==> src/rtl/rb_steer_pipe.sv <==
// rb_steer_pipe: registered, handshaked row-buffer steering stage.
//
// Sits between the row-buffer BRAM read port and the window/kernel datapath.
// Each beat carries one pixel from each of NUM_RB physical row buffers. The
// rotation offset of the oldest row is tracked internally, so out_data is
// always ordered oldest row (lane 0) to newest row (lane NUM_RB-1). Each beat
// is also tagged with out_last (last column of its row) and out_primed (the
// beat belongs to a row index >= NUM_RB-1, i.e. the window is full).
//
// Ports:
//   clk, rst_n          clock (rising edge), asynchronous active-low reset
//   frame_start         synchronous clear of offset, column and row tracking
//   in_valid/in_ready   input handshake; in_data lane k = physical buffer k
//   out_valid/out_ready output handshake
//   out_data            steered lanes, oldest row in lane 0
//   out_last, out_primed per-beat row-end and window-primed tags
//
// Configuration macro RB_STEER_SKID_EN:
//   defined   - 2-entry skid buffer, in_ready driven straight from a register
//   undefined - single output register, in_ready = !out_valid || out_ready
module rb_steer_pipe #(
  parameter int unsigned NUM_RB      = 3,
  parameter int unsigned PIXEL_WIDTH = 8,
  parameter int unsigned ROW_PIXELS  = 640
) (
  input  logic                          clk,
  input  logic                          rst_n,
  input  logic                          frame_start,
  input  logic                          in_valid,
  output logic                          in_ready,
  input  logic [NUM_RB*PIXEL_WIDTH-1:0] in_data,
  output logic                          out_valid,
  input  logic                          out_ready,
  output logic [NUM_RB*PIXEL_WIDTH-1:0] out_data,
  output logic                          out_last,
  output logic                          out_primed
);

  localparam int unsigned OffW  = (NUM_RB > 1) ? $clog2(NUM_RB) : 1;
  localparam int unsigned ColW  = (ROW_PIXELS > 1) ? $clog2(ROW_PIXELS) : 1;
  localparam int unsigned DataW = NUM_RB * PIXEL_WIDTH;
  // Beat word: {last, primed, data}
  localparam int unsigned BeatW = DataW + 2;

  localparam logic [OffW-1:0] OffMax = OffW'(NUM_RB - 1);
  localparam logic [ColW-1:0] ColMax = ColW'(ROW_PIXELS - 1);

  if (NUM_RB < 2 || NUM_RB > 16) begin : gen_bad_num_rb
    $error("rb_steer_pipe: NUM_RB must be in 2..16");
  end
  if (ROW_PIXELS < 2 || ROW_PIXELS > 4096) begin : gen_bad_row_pixels
    $error("rb_steer_pipe: ROW_PIXELS must be in 2..4096");
  end

  // ---------------------------------------------------------------------------
  // Row/column/offset tracking
  // ---------------------------------------------------------------------------
  logic [OffW-1:0] off_q, off_d, off_cur;
  logic [ColW-1:0] col_q, col_d, col_cur;
  // rows saturates at NUM_RB-1, so it fits in the offset width
  logic [OffW-1:0] rows_q, rows_d, rows_cur;

  logic accept;
  logic beat_last;
  logic beat_primed;

  assign accept = in_valid && in_ready;

  always_comb begin
    // A beat accepted together with frame_start is column 0 of the new frame
    off_cur  = frame_start ? '0 : off_q;
    col_cur  = frame_start ? '0 : col_q;
    rows_cur = frame_start ? '0 : rows_q;

    beat_last   = (col_cur == ColMax);
    beat_primed = (rows_cur == OffMax);

    off_d  = off_cur;
    col_d  = col_cur;
    rows_d = rows_cur;

    if (accept) begin
      if (beat_last) begin
        col_d = '0;
        off_d = (off_cur == OffMax) ? '0 : off_cur + OffW'(1);
        if (!beat_primed) begin
          rows_d = rows_cur + OffW'(1);
        end
      end else begin
        col_d = col_cur + ColW'(1);
      end
    end
  end

  always_ff @(posedge clk or negedge rst_n) begin
    if (!rst_n) begin
      off_q  <= '0;
      col_q  <= '0;
      rows_q <= '0;
    end else begin
      off_q  <= off_d;
      col_q  <= col_d;
      rows_q <= rows_d;
    end
  end

  // ---------------------------------------------------------------------------
  // Lane steering: out lane i = in lane (i + off) mod NUM_RB. The modulo is on
  // loop constants only, so this unrolls into one NUM_RB:1 mux per lane.
  // ---------------------------------------------------------------------------
  logic [DataW-1:0] steered;

  always_comb begin
    steered = '0;
    for (int i = 0; i < NUM_RB; i++) begin
      for (int o = 0; o < NUM_RB; o++) begin
        if (off_cur == OffW'(o)) begin
          steered[i*PIXEL_WIDTH +: PIXEL_WIDTH] =
              in_data[((i + o) % NUM_RB)*PIXEL_WIDTH +: PIXEL_WIDTH];
        end
      end
    end
  end

  logic [BeatW-1:0] beat_in;
  assign beat_in = {beat_last, beat_primed, steered};

  // ---------------------------------------------------------------------------
  // Output buffering
  // ---------------------------------------------------------------------------
  logic             main_valid_q;
  logic [BeatW-1:0] main_beat_q;

`ifdef RB_STEER_SKID_EN
  // Skid register catches a beat accepted while the main register is stalled.
  // in_ready only falls once both entries hold a beat, and comes from a flop.
  logic             skid_valid_q;
  logic [BeatW-1:0] skid_beat_q;
  logic             main_free;

  assign in_ready  = !skid_valid_q;
  assign main_free = !main_valid_q || out_ready;

  always_ff @(posedge clk or negedge rst_n) begin
    if (!rst_n) begin
      main_valid_q <= 1'b0;
      main_beat_q  <= '0;
      skid_valid_q <= 1'b0;
      skid_beat_q  <= '0;
    end else if (main_free) begin
      if (skid_valid_q) begin
        // in_ready is low here, so no new beat can arrive this cycle
        main_valid_q <= 1'b1;
        main_beat_q  <= skid_beat_q;
        skid_valid_q <= 1'b0;
      end else begin
        main_valid_q <= accept;
        if (accept) begin
          main_beat_q <= beat_in;
        end
      end
    end else if (accept) begin
      skid_valid_q <= 1'b1;
      skid_beat_q  <= beat_in;
    end
  end
`else
  assign in_ready = !main_valid_q || out_ready;

  always_ff @(posedge clk or negedge rst_n) begin
    if (!rst_n) begin
      main_valid_q <= 1'b0;
      main_beat_q  <= '0;
    end else if (accept) begin
      main_valid_q <= 1'b1;
      main_beat_q  <= beat_in;
    end else if (out_ready) begin
      main_valid_q <= 1'b0;
    end
  end
`endif

  assign out_valid  = main_valid_q;
  assign out_last   = main_beat_q[BeatW-1];
  assign out_primed = main_beat_q[BeatW-2];
  assign out_data   = main_beat_q[DataW-1:0];

endmodule

==> config.mk <==
export PLATFORM = sky130hd
export DESIGN_NAME = rb_steer_pipe
export DESIGN_NICKNAME = d
export VERILOG_FILES = /design/src/rtl/rb_steer_pipe.sv
export SDC_FILE = /design/constraint.sdc
export NUM_CORES = 1
export LEC_CHECK = 0
export CELL_PAD_IN_SITES_DETAIL_PLACEMENT = 0
export CELL_PAD_IN_SITES_GLOBAL_PLACEMENT = 2
export CORE_AREA = 5 5 94 96
export CTS_BUF_LIST = sky130_fd_sc_hd__clkbuf_16
export DETAILED_ROUTE_END_ITERATION = 10
export DIE_AREA = 0 0 99 101
export PLACE_DENSITY_LB_ADDON = 0.1
export SKIP_LAST_GASP = 1
export SYNTH_ARGS = -nofsm -noshare
export SYNTH_HDL_FRONTEND = slang
export SYNTH_SLANG_ARGS = --single-unit
==> constraint.sdc <==
create_clock -name clk -period 2.1 [get_ports clk]
set_clock_uncertainty 0.1 [all_clocks]
set_input_delay 0.42 -clock clk [delete_from_list [all_inputs] [get_ports clk]]
set_output_delay 0.42 -clock clk [all_outputs]
set_load 0.03 [all_outputs]
==> impl_metrics.yaml <==
status:
  status: "finished clean"
cells_and_area:
  layout_commonest_cell: "clkdlybuf4s50_1"
  insertedDiodeCount: 0
  drive_gt1_share_pct: 14.0
  layout_common_cells: "53 x clkdlybuf4s50_1, 41 x dfrtp_1, 30 x nor2_1"
  area_delta_synth_final_pct: 38.9
  nets: 324
  fin_util_pct: 39.6
grt:
  track_usage_pct: 12.6
  grt_pass1_vias: 1937
  grt_pass1_wl_mm: 9.96
  grt_antenna_before_repair: 0
  grt_max_degree: 42
  grt-ovfl-total: 0
sta:
  hold_viol_final: 0
  worst_pin_slew_ns: 0.548
  relSlewSlack_pct: 63.5
  tns_ns: 0
  fin_ws_ns: 0.202
  grt_setup_unrepaired: "false"
  setup_violations: 0
  fin_crit_ns: 1.90
  maxSlewViolCount: 0
  period_share_pct: 90.4
  max_freq_mhz: 527
pwr:
  peakVddDrop_v: 0.000287
  power_density_nw_per_um2: 677
  p_leak_nw: 1.25
setup_path:
  critPathKind: "flip-flop to output pin"
  start_kind: "flip-flop"
  required_ns: 1.58
  path_buf_inv: 1
  crit_family: "buffers and inverters"
  cp_slowest_stage_delay_ns: 0.70
  slowest_stage: "clkdlybuf4s50_1"
  critical_path_peak_fanout: 2
  path_cells: "clkdlybuf4s50_1"
  worstPathArrival_ns: 1.38
  cp-end-kind: "output pin"
placement:
  hpwl_mm: 4.26
  port_buffers: 56
  dp_slack_ns: -0.00213
  gp_congestion: 0.808
floorplanning:
  start_util_pct: 28.5
  die_area_um2: 10000
  row_count: 33
  die_w_um: 99
  io_pins: 57
  dieHeight_um: 101
  core-area_um2: 7970
clock_tree:
  cts_root_buf: "clkbuf_16"
  h-tree-depth: 2
  cts_tree: "built"
  numClockSinks: 41
  worstSkewPairLatency_ns: 0.28
  clkTransAtPathRegs_ns: 0.06
  cts_buffer_depth: 2
  cts_setup_buffers: 0
  cts_resized: 0
  cts_buffers: 5
  hold_buffers: 0
drt:
  routed_wl_mm: 6.06
  top_layer: "met4"
  drc: 0
  wl_met2_mm: 2.65
  drt_pass1_iterations: 4
  wl_met1_mm: 3.01
  drt_iter0_drc: 71
  via_per_inst: 4.96
  ant_nets: 0
  vias: 1974
  wl_per_cell_um: 15.2
  dr_wl_met3_um: 286
synthesis:
  synth_cells: 231
  seq_area_frac_synth_pct: 45.1
  synth_fp_nets: 263
  synthesis.area_um2: 2270
  yosysWarnings: 0
  synth_cell_types: 41
  avgSynthCellArea_um2: 9.84
  synth_seq_cells: 41
job:
  maxCapViolCount: 0
min_path:
  hold_class: "primary input to async pin"
[cells by family (layout without fill, tap and decap cells)]
family | count (synthesis) | in the layout | share of synthesized area, %
xor+xnor | 7 | 7 | 2.70
flops | 41 | 41 | 45.1
buf+inv | 22 | 84 | 4.51
simple gates | 74 | 74 | 19.3
compound gates | 79 | 79 | 24.4
fa+ha+maj | 3 | 3 | 1.65
mux | 5 | 5 | 2.37
[cells in the mapped netlist (all sizes together)]
cell,n,area [µm²]
nor2b,7,46.3
nor2,31,124
nand3b,3,22.5
xnor2,4,35.0
a21oi,28,140
buf,9,53.8
nand2b,9,56.3
and2,3,18.8
nand2,3,11.3
clkbuf,10,37.5
and3b,1,8.76
xor2,3,26.3
nand3,3,25.0
or4,2,18.8
or3b,1,8.76
ha,3,37.5
a2bb2oi,21,184
a211oi,1,12.5
o21bai,1,7.51
mux2i,2,20.0
nor3,1,5.00
o31ai,2,15.0
and4b,2,21.3
a22oi,21,158
o22ai,1,6.26
nand4,5,31.3
mux2,3,33.8
nor3b,1,7.51
a221oi,3,26.3
o21ai,1,5.00
dfrtp,41,1030
nor4b,1,23.8
inv,3,11.3
and4,1,8.76
[worst register-to-register path, cell delays in order, from the launching register on]
cell and delay [ns]:
dfrtp_1 0.41, nor2b_2 0.19, ha_2 0.19, and4b_2 0.27, nand3_4 0.12, nor2_4 0.15, mux2_2 0.34
[state kept, by name, indices dropped and copies added, names as in the netlist]
name	count
rows_q	2
off_q	2
out_valid	1
col_q	10
main_beat_q	26
[report_power, final]
part / switching (W) / internal, W / total, W
combinational: 0.000280 / 0.000229 / 0.000509
sequential: 0.0000412 / 0.000858 / 0.000899
clock: 0.000301 / 0.000430 / 0.000731
total: 0.000623 / 0.00152 / 0.00214
[final cells by class]
| type | count | area [µm²] |
|---|---|---|
| fill | 782 | 4810 |
| multi-input combinational | 168 | 1160 |
| sequential | 41 | 1030 |
| timing repair buffer | 73 | 688 |
| tap | 105 | 131 |
| clock buffer | 5 | 125 |
| clock inverter | 3 | 12.5 |
| inverter | 3 | 11.3 |
[metal layers]
metal	track usage, %	vias to the layer above
li1	-	972
met1	18.0	947
met2	18.4	47
met3	3.04	8
met4	4.20	0
met5	0	-
[final timing paths]
check	from	to	slack (ns)	cells after the start
min in group clk	main_beat_q[24]$_DFFE_PN0P_	main_beat_q[24]$_DFFE_PN0P_	0.42	1
worst min register to register	main_beat_q[24]$_DFFE_PN0P_	main_beat_q[24]$_DFFE_PN0P_	0.42	1
worst min-delay path	rst_n	col_q[8]$_DFF_PN0_	0.11	2
max in group asynchronous	rst_n	main_beat_q[16]$_DFFE_PN0P_	1.42	2
worst max-delay path	main_beat_q[14]$_DFFE_PN0P_	out_data[14]	0.20	1
worst max register to register	col_q[1]$_DFF_PN0_	off_q[0]$_DFF_PN0_	0.21	6
[through the flow]
stage	hold WS (ns)	std cells	power, W	cell area [µm²]
floorplan	0.0244	231	0.00117	2290
global placement	0.406	390	0.00143	3020
detailed placement	0.403	390	0.00143	3020
CTS	0.141	398	0.00219	3160
global route	0.185	398	0.00225	3160
finish	0.113	398	0.00214	3160
(Power assumes the default switching activity.)
==> RTL change, RTL diff (config.mk and constraints unchanged) <==
Build with the macro `RB_STEER_SKID_EN` defined.
--- a/src/rtl/rb_steer_pipe.sv
+++ b/src/rtl/rb_steer_pipe.sv
@@ -18,6 +18,8 @@
 // Configuration macro RB_STEER_SKID_EN:
 //   defined   - 2-entry skid buffer, in_ready driven straight from a register
 //   undefined - single output register, in_ready = !out_valid || out_ready
+`define RB_STEER_SKID_EN
+
 module rb_steer_pipe #(
   parameter int unsigned NUM_RB      = 3,
   parameter int unsigned PIXEL_WIDTH = 8,
Behaviour: not the same (a bounded check fails within 4 cycles, from zero or initial values and one cycle with rst_n low).
==> RTL change against the unedited design <==
Worst setup slack got worse by 62 ps; synthesized area increased by 52%; core utilization increased by 19 points; combinational power increased by 110%; register-to-register slack got worse by 70 ps; non-clock buffer count increased by 29; total power increased by 95%; sequential cell count increased by 27; sequential power increased by 85%; global-route usage increased by 7.5 points; cell area increased by 49%; count of clock-buffer cells in the layout increased by 4; routed wire length increased by 58%; largest cell class is now flip-flops and latches; largest power group unchanged; highest routed layer unchanged.
==> RTL change: results (changes against the unedited design) <==
global-route wire length before repair 15,900 µm (+60%); synthesized flop and latch total 68 (+66%); Hold WS 6.29 ps (-106 ps); top cell types by occurrence after synthesis 68 x sky130_fd_sc_hd__dfrtp_1, 35 x sky130_fd_sc_hd__nor2_1, 31 x sky130_fd_sc_hd__nand2_1; detailed-routing iteration count for the pre-antenna-repair pass 5 (+1); unique cell type count in the Yosys netlist 36 (-12%); final weighted congestion in routability-driven placement 0.784 (-3.0%); data arrival time of the worst path 1440 ps (+60 ps); total instance count after detailed placement 523 (+34%); r2r setup slk 140 ps (-70 ps); transition time at the pin with the least slew margin 609 ps (+60.9 ps); outcome finished clean; total nets after synthesis 380 (+44%); maximum resistive drop on vdd 510 µV (+78%); top area cells in the synthesized netlist sky130_fd_sc_hd__dfrtp_1 49%, sky130_fd_sc_hd__a32o_1 7.0%, sky130_fd_sc_hd__a221oi_1 5.8%; Detailed Route WL 9560 µm (+58%); starting DRC count in detailed routing 189 (+170%); insertion delay to the later sink of the worst-skew pair 330 ps (+50 ps); Cell Int Power 0.00290 W (+91%); CTS Buf Count 9 (+4); count of H-tree levels built during CTS 3 (+1); nets 461 (+42%); Resized Gates After CTS 3 (+3); number of vias per cell after detailed routing 5.69 (+15%); fraction of final layout cells sized beyond drive strength 1 17.1% (+3.1 points); post-synthesis instance total 348 (+51%); detailed placer's ending HPWL 6580 µm (+54%)
RTL change: changes by cell type in the layout (fill, tap and decap cells not counted), sizes merged, moves of 21 or more:
cell	before	now
a22oi	21	0
buf	20	47
a32o	0	24
a221oi	3	24
dfrtp	41	68
nand2	3	32
nand3	3	25
o211ai	0	25
a2bb2oi	21	0
RTL change: final timing paths:
kind | startpoint | endpoint | cells past startpoint
min in group clk | main_beat_q[24] | main_beat_q[24] | 2
setup / recovery | main_beat_q[9] | out_data[9] | 1
hold reg to reg | main_beat_q[24] | main_beat_q[24] | 2
max in group asynchronous | rst_n | skid_beat_q[24] | 2
hold / removal | rst_n | main_beat_q[4] | 2
setup reg to reg | col_q[0] | off_q[1] | 6
RTL change: cell families (layout without fill, tap and decap cells):
logic type	Yosys count	in the layout	share of synthesized area, %
adders and majority gates	3	3	1.09
AOI/OAI and AO/OA	102	102	23.0
and+or+nand+nor	121	121	16.8
muxes	8	8	2.64
xor gates and xnor gates	8	8	2.03
buffers and inverters	38	124	5.18
DFF	68	68	49.3
RTL change: power by group through the flow:
stage / combinational (W) / clock, W / sequential, W
after floorplan: 0.000360 / 0 / 0.00188
after global placement: 0.00107 / 0 / 0.00168
after detailed placement: 0.00108 / 0 / 0.00169
after CTS: 0.00108 / 0.00148 / 0.00166
after global routing: 0.00116 / 0.00154 / 0.00169
final: 0.00107 / 0.00145 / 0.00166
RTL change: routing by layer:
layer  global-route usage (%)  part of all wire, %  vias to the layer above
met3                     4.71                  6.2                        8
met4                     6.09                 0.97                        0
met5                        0                    0                        -
met1                     26.9                   45                     1494
met2                     32.3                   48                       97
li1                         -                    -                     1467
RTL change: layout make-up:
class / count / area (µm²)
Inverter: 6 / 22.5
Fill cell: 702 / 3270
Clock inverter: 7 / 58.8
Clock buffer: 9 / 225
Timing Repair Buffer: 102 / 952
Multi-Input combinational cell: 242 / 1600
Sequential cell: 68 / 1700
Tap cell: 105 / 131
RTL change: metrics by stage:
step | total power, W | setup TNS (ps) | setup WS [ps]
finish | 0.00418 | 0 | 140
global route | 0.00439 | 0 | 59.9
global placement | 0.00275 | -26820 | -591
floorplan | 0.00224 | -194 | -96.8
detailed placement | 0.00276 | -27890 | -599
CTS | 0.00422 | 0 | 4.06
